## config.mk

```make
export PLATFORM = sky130hd
export DESIGN_NAME = fft_frame_loader
export DESIGN_NICKNAME = d
export VERILOG_FILES = /design/src/rtl/fft_pkg.sv /design/src/rtl/fft_frame_bank.sv /design/src/rtl/fft_frame_loader.sv
export SDC_FILE = /design/constraint.sdc
export NUM_CORES = 2
export LEC_CHECK = 0
export BUFFER_PORTS_ARGS = -buffer_cell sky130_fd_sc_hd__clkbuf_2
export CAP_MARGIN = 5
export CORE_ASPECT_RATIO = 2
export CORE_MARGIN = 5
export CORE_UTILIZATION = 53
export DETAILED_ROUTE_END_ITERATION = 8
export HOLD_SLACK_MARGIN = 0.06
export PLACE_DENSITY = 0.7
export SETUP_SLACK_MARGIN = 0.5
export SLEW_MARGIN = 20
export SYNTH_ARGS = -nofsm -noshare
export SYNTH_HDL_FRONTEND = slang
export SYNTH_HIERARCHICAL = 1
export SYNTH_SLANG_ARGS = --single-unit
```

## constraint.sdc

```tcl
create_clock -name clk -period 6.6 [get_ports clk]
set_clock_uncertainty 0.05 [all_clocks]
set_input_delay 0.66 -clock clk [delete_from_list [all_inputs] [get_ports clk]]
set_output_delay 0.66 -clock clk [all_outputs]
set_load 0.03 [all_outputs]
```

## src/rtl/fft_pkg.sv

```systemverilog
// Shared constants and types for the FFT frame loader: frame geometry,
// read-FSM encoding and the signed sample type.
package fft_pkg;

    localparam int N      = 128;
    localparam int AW     = 7;
    localparam int DW     = 8;
    localparam int GO_LAT = 2;

    // The GO state lasts GO_LAT-1 cycles; RAM plus output register cover the last two.
    localparam int GO_CW = (GO_LAT > 2) ? $clog2(GO_LAT) : 1;
    localparam logic [GO_CW-1:0] GO_LAST   = GO_CW'(GO_LAT - 2);
    localparam logic [AW:0]      FRAME_LEN = (AW + 1)'(N);
    localparam logic [AW-1:0]    LAST_IDX  = AW'(N - 1);

    localparam logic [3:0] ST_IDLE   = 4'b0001;
    localparam logic [3:0] ST_GO     = 4'b0010;
    localparam logic [3:0] ST_STREAM = 4'b0100;
    localparam logic [3:0] ST_WAIT   = 4'b1000;

    typedef logic signed [DW-1:0] sample_t;

endpackage

```

## src/rtl/fft_frame_bank.sv

```systemverilog
// One N x DW frame buffer: simple dual-port RAM, one write port and one
// registered read port on a single clock.
module fft_frame_bank
    import fft_pkg::*;
(
    input  logic          clk,
    input  logic          wr_en,
    input  logic [AW-1:0] wr_addr,
    input  sample_t       wr_data,
    input  logic          rd_en,
    input  logic [AW-1:0] rd_addr,
    output sample_t       rd_data
);

    sample_t mem [N];

    // No reset on the array or read register so the tools map this to block RAM.
    always_ff @(posedge clk) begin
        if (wr_en) begin
            mem[wr_addr] <= wr_data;
        end
        if (rd_en) begin
            rd_data <= mem[rd_addr];
        end
    end

endmodule

```

## src/rtl/fft_frame_loader.sv

```systemverilog
// Ping-pong capture of ADC samples into two frame banks and in-order
// streaming of each full frame into the FFT with a fixed go-to-data latency.
module fft_frame_loader
    import fft_pkg::*;
(
    input  logic    clk,
    input  logic    rst_n,
    input  logic    in_valid,
    input  sample_t in_data,
    input  logic    ovf_clr,
    input  logic    fft_done,
    output logic    fft_go,
    output sample_t fft_data,
    output logic    ovf,
    output logic    busy
);

    logic [1:0]       full_reg;
    logic [1:0]       full_next;
    logic             wbank_reg;
    logic [AW-1:0]    wptr_reg;
    logic             ovf_reg;

    logic [3:0]       state_reg;
    logic [GO_CW-1:0] go_cnt_reg;
    logic [AW:0]      iss_cnt_reg;
    logic [AW:0]      out_cnt_reg;
    logic             rbank_reg;
    logic             oldest_reg;
    logic             fft_go_reg;
    logic             busy_reg;
    logic             rvalid_reg;
    sample_t          fft_data_reg;

    logic             accept;
    logic             drop;
    logic             wr_last;
    logic             rd_en;
    logic             free_bank;
    sample_t          rd_data [2];

    // Full flags are registered, so a bank freed this cycle still blocks this cycle's sample.
    assign accept    = in_valid && !full_reg[wbank_reg];
    assign drop      = in_valid && full_reg[wbank_reg];
    assign wr_last   = accept && (wptr_reg == LAST_IDX);
    assign free_bank = (state_reg == ST_STREAM) && (out_cnt_reg == FRAME_LEN);

    // Addresses run two cycles ahead of fft_data: one for the RAM, one for the output register.
    assign rd_en = ((state_reg == ST_GO) && (go_cnt_reg == GO_LAST)) ||
                   ((state_reg == ST_STREAM) && !iss_cnt_reg[AW]);

    genvar gi;
    generate
        for (gi = 0; gi < 2; gi++) begin : g_bank
            fft_frame_bank u_bank (
                .clk     (clk),
                .wr_en   (accept && (wbank_reg == 1'(gi))),
                .wr_addr (wptr_reg),
                .wr_data (in_data),
                .rd_en   (rd_en && (rbank_reg == 1'(gi))),
                .rd_addr (iss_cnt_reg[AW-1:0]),
                .rd_data (rd_data[gi])
            );
        end
    endgenerate

    always_ff @(posedge clk or negedge rst_n) begin
        if (!rst_n) begin
            wbank_reg <= 1'b0;
            wptr_reg  <= '0;
        end else if (accept) begin
            wptr_reg <= wptr_reg + 1'b1;
            if (wr_last) begin
                wbank_reg <= ~wbank_reg;
            end
        end
    end

    // The bank being freed is always the other one from the bank being completed.
    always_comb begin
        full_next = full_reg;
        if (free_bank) begin
            full_next[rbank_reg] = 1'b0;
        end
        if (wr_last) begin
            full_next[wbank_reg] = 1'b1;
        end
    end

    always_ff @(posedge clk or negedge rst_n) begin
        if (!rst_n) begin
            full_reg <= '0;
            ovf_reg  <= 1'b0;
        end else begin
            full_reg <= full_next;
            if (drop) begin
                ovf_reg <= 1'b1;
            end else if (ovf_clr) begin
                ovf_reg <= 1'b0;
            end
        end
    end

    // Frames fill the banks alternately, so reading alternately preserves frame order.
    always_ff @(posedge clk or negedge rst_n) begin
        if (!rst_n) begin
            state_reg   <= ST_IDLE;
            go_cnt_reg  <= '0;
            iss_cnt_reg <= '0;
            out_cnt_reg <= '0;
            rbank_reg   <= 1'b0;
            oldest_reg  <= 1'b0;
            fft_go_reg  <= 1'b0;
            busy_reg    <= 1'b0;
        end else begin
            fft_go_reg <= 1'b0;
            if (rd_en) begin
                iss_cnt_reg <= iss_cnt_reg + 1'b1;
            end
            case (state_reg)
                ST_IDLE: begin
                    if (full_reg[oldest_reg]) begin
                        fft_go_reg  <= 1'b1;
                        busy_reg    <= 1'b1;
                        rbank_reg   <= oldest_reg;
                        oldest_reg  <= ~oldest_reg;
                        go_cnt_reg  <= '0;
                        iss_cnt_reg <= '0;
                        state_reg   <= ST_GO;
                    end
                end
                ST_GO: begin
                    if (go_cnt_reg == GO_LAST) begin
                        out_cnt_reg <= '0;
                        state_reg   <= ST_STREAM;
                    end else begin
                        go_cnt_reg <= go_cnt_reg + 1'b1;
                    end
                end
                ST_STREAM: begin
                    if (out_cnt_reg == FRAME_LEN) begin
                        state_reg <= ST_WAIT;
                    end else begin
                        out_cnt_reg <= out_cnt_reg + 1'b1;
                    end
                end
                ST_WAIT: begin
                    if (fft_done) begin
                        busy_reg  <= 1'b0;
                        state_reg <= ST_IDLE;
                    end
                end
                default: begin
                    state_reg <= ST_IDLE;
                end
            endcase
        end
    end

    always_ff @(posedge clk or negedge rst_n) begin
        if (!rst_n) begin
            rvalid_reg   <= 1'b0;
            fft_data_reg <= '0;
        end else begin
            rvalid_reg   <= rd_en;
            fft_data_reg <= rvalid_reg ? rd_data[rbank_reg] : '0;
        end
    end

    assign fft_go   = fft_go_reg;
    assign fft_data = fft_data_reg;
    assign ovf      = ovf_reg;
    assign busy     = busy_reg;

endmodule

```

### Yosys cells after proc, flatten, opt, wreduce, memory -nomap -nowiden

Memories as Yosys holds them, arrays and structs flattened. A register that Yosys moved wholly into a read port is not among the register bits.
Index checks and enable logic that the tools add are counted.

| cells by class | value |
|---|---|
| add/sub/neg operators | 4 |
| order comparisons | 6 |
| eq/ne operators | 11 |
| mux-type cells | 39 |
| bitwise operators | 8 |
| reduce and logical (&&, ||, !) cells | 25 |

Operator list:

| operator | number |
|---|---|
| 8-bit two-way mux | 9 |
| 1-bit two-way mux | 18 |
| 8-bit by 1-bit adder with 8-bit output (second input constant) | 2 |
| 4-bit two-way mux | 4 |
| 4-bit one-hot mux with 4 select lines | 1 |
| 8-bit one-hot mux with 2 select lines | 1 |
| 1-bit logical AND | 12 |
| 8-bit equality test (second input constant) | 1 |
| 2-bit inequality test (second input constant) | 4 |
| 2-bit nonzero test | 4 |
| 7-bit by 1-bit adder with 7-bit output (second input constant) | 1 |
| 7-bit equality test (second input constant) | 1 |
| 1-bit by 2-bit less-than comparator with 1-bit output (second input constant) | 3 |
| 2-bit AND reduction | 3 |
| 3-bit AND reduction | 2 |
| 4-bit by 1-bit equality test with 1-bit output (second input constant) | 1 |
| 4-bit by 2-bit equality test with 1-bit output (second input constant) | 1 |
| 4-bit by 3-bit equality test with 1-bit output (second input constant) | 1 |
| 4-bit equality test (second input constant) | 1 |
| 2-bit two-way mux | 2 |
| 1-bit NOT | 4 |
| 1-bit one-hot mux with 2 select lines | 2 |
| 4-bit AND reduction | 1 |
| 2-bit AND | 1 |
| other kinds (10) | 13 |

| storage, ports and cells | value |
|---|---|
| bits in registers | 45 |
| RAM bits | 2048 |
| input bits | 13 |
| output and inout bits | 11 |
| word-level logic and storage cells | 109 |
| memories | 2 |

Memories:

| memory | words | bits a word | read ports | clocked after memory_dff | wr ports | line | text |
|---|---|---|---|---|---|---|---|
| g_bank[0].u_bank.mem | 128 | 8 | 1 | 1 | 1 | fft_frame_bank.sv:15 | `sample_t mem [N];` |
| g_bank[1].u_bank.mem | 128 | 8 | 1 | 1 | 1 | fft_frame_bank.sv:15 |  |

### Longest topological paths before layout

| logic depth | value |
|---|---|
| word-level depth | 9 |
| depth in mapped cells | 7 |
| gate-level depth less buffers | 6 |

### Cells and area by module

Netlist, hierarchy kept.

Modules (own cells, without submodules):

| module | instances | cells each | area each (um2) |
|---|---|---|---|
| fft_frame_bank | 2 | 1635 | 39745.6 |
| fft_frame_loader | 1 | 189 | 2093.3 |

### Least setup slack after synthesis

OpenSTA, ideal clock, no wires.

| timing path | value |
|---|---|
| kind | reg2reg |
| from | reg iss_cnt_reg[0] |
| to | reg g_bank[0].u_bank.rd_data[0], read port of g_bank[0].u_bank.mem (data pin) |
| library setup time | 0.260 ns |
| arrival time | 2.832 ns |
| slack | 3.458 ns |
| cell stages (with the launch flop) | 7 |
| buffers on the path | 2 |
| clock period less this slack | 3.142 ns |
| path through | dfrtp_1 -> clkbuf_1 -> buf_1 -> mux4_2 -> mux4_2 -> mux4_2 -> mux2_2 |

RTL lines:

| element | line | text |
|---|---|---|
| start: declaration | fft_frame_loader.sv:26 | `logic [AW:0] iss_cnt_reg;` |
| start signal: assignment | fft_frame_loader.sv:118 | `iss_cnt_reg <= iss_cnt_reg + 1'b1;` |
| end: declaration | fft_frame_bank.sv:12 | `output sample_t rd_data` |

==> flow_summary.yaml <==
die:
  ios: 24
  num_rows: 203
  core_mm2: 0.153
  initial_core_util_pct: 53.4
  dieArea_mm2: 0.162
  die_h_um: 565
  die_w_um: 287
critical_path:
  crit_top_cell: "mux4_2"
  worst_ep_required_time_ns: 7.10
  worst-path-buf-inv: 1
  worstSetupPathType: "flop to flop"
  path_cells: "buf_4, mux4_2, mux4_2, mux4_2, mux2_2"
  crit_path_max_fanout: 57
  start_kind: "flop"
  cp-end-kind: "flop"
  crit_arrival_ns: 4.55
  critPathMaxStageDelay_ns: 1.08
  critPathSlowestCell: "dfrtp_4"
  cp_top_family: "multiplexers"
grt:
  grt_max_degree: 192
  grt_pass1_vias: 38200
  grt.overflow.total: 0
  antenna_found_initial: 2
  grt_pass1_wl_um: 267000
  track_usage_pct: 22.7
outcome:
  outcome: "finished, final reports clean"
synth:
  syn_area_mm2: 0.0816
  synth_warnings: 6
  synth.avg_cell_area_um2: 23.6
  synth-seq-area-share_pct: 77.3
  syn-num-nets: 3476
  yosysTopAreaCell: "edfxtp_1"
  synth_edf_count: 2064
  synth-seq-cells: 2108
  synthArstFlopShare_pct: 2.09
  ys.flop_type: "edfxtp_1"
  synth_top_area_share_pct: 76.0
  synth.area.top_cells: "edfxtp_1 (76%), mux4_2 (19%), dfrtp_1 (1.3%), nor2_1 (1.2%), clkbuf_1 (0.40%)"
  syn-instance-count: 3459
  yosysUniqueCellTypes: 45
timing:
  setup_viol: 0
  fmax_mhz: 247
  worst_pin_slew_ns: 1.26
  setup_ws_ns: 2.55
  tns_ns: 0
  hold_viol: 0
  rsz0062_at_grt: "no"
  finalCritPeriodShare_pct: 61.4
  min_period_ns: 4.05
  slew_violations: 0
  relSlewSlack_pct: 16.1
cts:
  root_buffer: "clkbuf_16"
  cts_tree: "yes"
  cts_hold_repair.buffers: 3
  cts.sink_count: 2108
  clk_pin_slew_worst_paths_ns: 0.07
  post_cts.repair.setup_buffers: 0
  cts_resized: 0
  clock_path_buffers: 4
  numCtsBuffers: 176
  htreeDepth: 4
  clock_latency_ns: 0.81
finish:
  reg.largest.list: "g_bank.u_bank/mem (2048), g_bank.u_bank/rd_data (16)"
  areaGrowthSynthToFinish_pct: 10.3
  drive_above_1_share_pct: 28.4
  fill_cells: 10700
  regMostFlops: "g_bank.u_bank/mem"
  fin_util_pct: 58.8
  largest_reg_flops: 2048
  final_nets: 3559
run:
  maxCapViolations: 0
route:
  vias_per_cell: 6.27
  drc: 0
  ant_nets: 0
  vias: 35900
  drt_iter0_drc: 3519
  firstDrtPassIters: 7
  drt-total-wl_um: 181000
  avgRoutedWirePerCell_um: 31.7
power:
  comb_power_share_pct: 0.9
  p_sw_share_pct: 18.8
  p_leak_nw: 28.1
  power.internal_mw: 20.5
  ir_drop_mv: 0.199
  power_frac_seq_pct: 58.2
  cellPowerDensity_mw_per_mm2: 280
  total_power_mw: 25.2
  p_clk_share_pct: 40.9
  switchingPower_mw: 4.73
placement:
  hpwl_um: 115000
  pre_cts_ws_ns: 2.41
  place.gp.congestion: 0.818
  port_buffers: 23
hold_path:
  hold_class: "primary input to flop"
==> placed cells by master (no fill, tap or decap), types with 3 or more instances in the layout <==
cell	count
dfrtp_1	37
clkinvlp_4	9
clkbuf_16	183
dlygate4sd3_1	3
o211ai_1	3
clkbuf_8	14
buf_4	39
xor2_1	10
clkbuf_1	41
and3_1	5
edfxtp_1	2064
nand2b_1	5
or3_1	3
clkinv_1	20
clkbuf_2	15
buf_12	21
nand4_1	14
nor3_2	10
nand2_1	33
clkinv_4	5
xnor2_1	6
nor2b_1	24
nand3_1	29
mux2_2	17
dfrtp_4	4
mux4_2	672
clkinv_2	24
nor3_1	13
ha_1	4
bufinv_16	17
mux2i_1	11
a21oi_1	6
o21ai_0	8
nor2_1	259
inv_1	12
==> synthesized netlist by cell type, types with 6 or more instances <==
library cell,number
edfxtp_1,2064
mux4_2,672
nor2_1,260
clkbuf_1,88
dfrtp_1,43
buf_1,37
nand2_1,34
buf_2,31
nand3_1,31
nor2b_1,24
nor3_1,23
buf_4,22
mux2_2,17
nand4_1,14
inv_1,12
mux2i_1,11
xor2_1,10
o21ai_0,8
a21oi_1,6
xnor2_1,6
==> final timing paths <==
kind / start / to / slack (ns) / cells after the start
worst max-delay path: iss_cnt_reg[2] / g_bank[1].u_bank/rd_data[7] / 2.55 / 5
worst min-delay path: in_valid / ovf / 0.23 / 3
worst max register to register: iss_cnt_reg[2] / g_bank[1].u_bank/rd_data[7] / 2.55 / 5
worst min register to register: out_cnt_reg[4] / out_cnt_reg[4] / 0.46 / 1
max in group asynchronous: rst_n / iss_cnt_reg[4] / 5.52 / 3
min in group asynchronous: rst_n / ovf / 0.45 / 3
==> power by group through the flow <==
stage	combinational (mW)	sequential (mW)	clock, mW
global placement	0.224	15.0	0
finish	0.233	14.7	10.3
CTS	0.238	14.7	10.5
detailed placement	0.238	15.0	0
floorplan	0.000751	15.0	0
global route	0.252	14.7	11.1
==> logic make-up (layout without fill, tap and decap cells) <==
group / count (synthesis) / after routing / synth area share (%)
AND/OR/NAND/NOR: 409 / 409 / 2.22
buffers and inverters: 193 / 403 / 1.06
multiplexers: 700 / 700 / 18.9
other: 0 / 2 / 0
flip-flops: 2108 / 2108 / 77.3
XOR/XNOR: 16 / 16 / 0.172
adder cells (fa/ha/maj): 4 / 4 / 0.0613
AO/OA/AOI/OAI: 29 / 29 / 0.238
==> through the flow <==
| step | hold slack [ns] | cell area (um^2) | cells |
|---|---|---|---|
| 2_1_floorplan | 0.314 | 81600 | 3459 |
| 3_3_place_gp | 0.439 | 84300 | 5411 |
| 3_5_place_dp | 0.449 | 84300 | 5411 |
| 4_1_cts | 0.154 | 90000 | 5719 |
| 5_1_grt | 0.247 | 90000 | 5720 |
| 6_report | 0.230 | 90000 | 5721 |
==> worst min-delay path, stage by stage <==
cell and delay (ns):
clkbuf_2 0.14, inv_1 0.16, o22ai_1 0.08
==> final cells by class <==
cell class / count / area [um^2] / area share, %
clock inverters: 75 / 817 / 0.908
multi-input cells: 1158 / 17700 / 19.7
inverters: 12 / 45.0 / 0.0501
flip-flops and latches: 2108 / 63100 / 70.1
well taps: 2050 / 2560 / 2.85
clock buffers: 230 / 4820 / 5.35
diodes: 2 / 5.00 / 0.00556
repair buffers: 86 / 928 / 1.03
==> layer usage <==
metal  global-route usage (%)  part of all wire, %  wire length, um
met4                     10.7                  5.7            10300
met5                        0               0.0083               15
met2                     42.4                   56           102000
met1                     26.0                   33            59800
met3                     2.72                  5.0             9000
(Power assumes the default switching activity.)
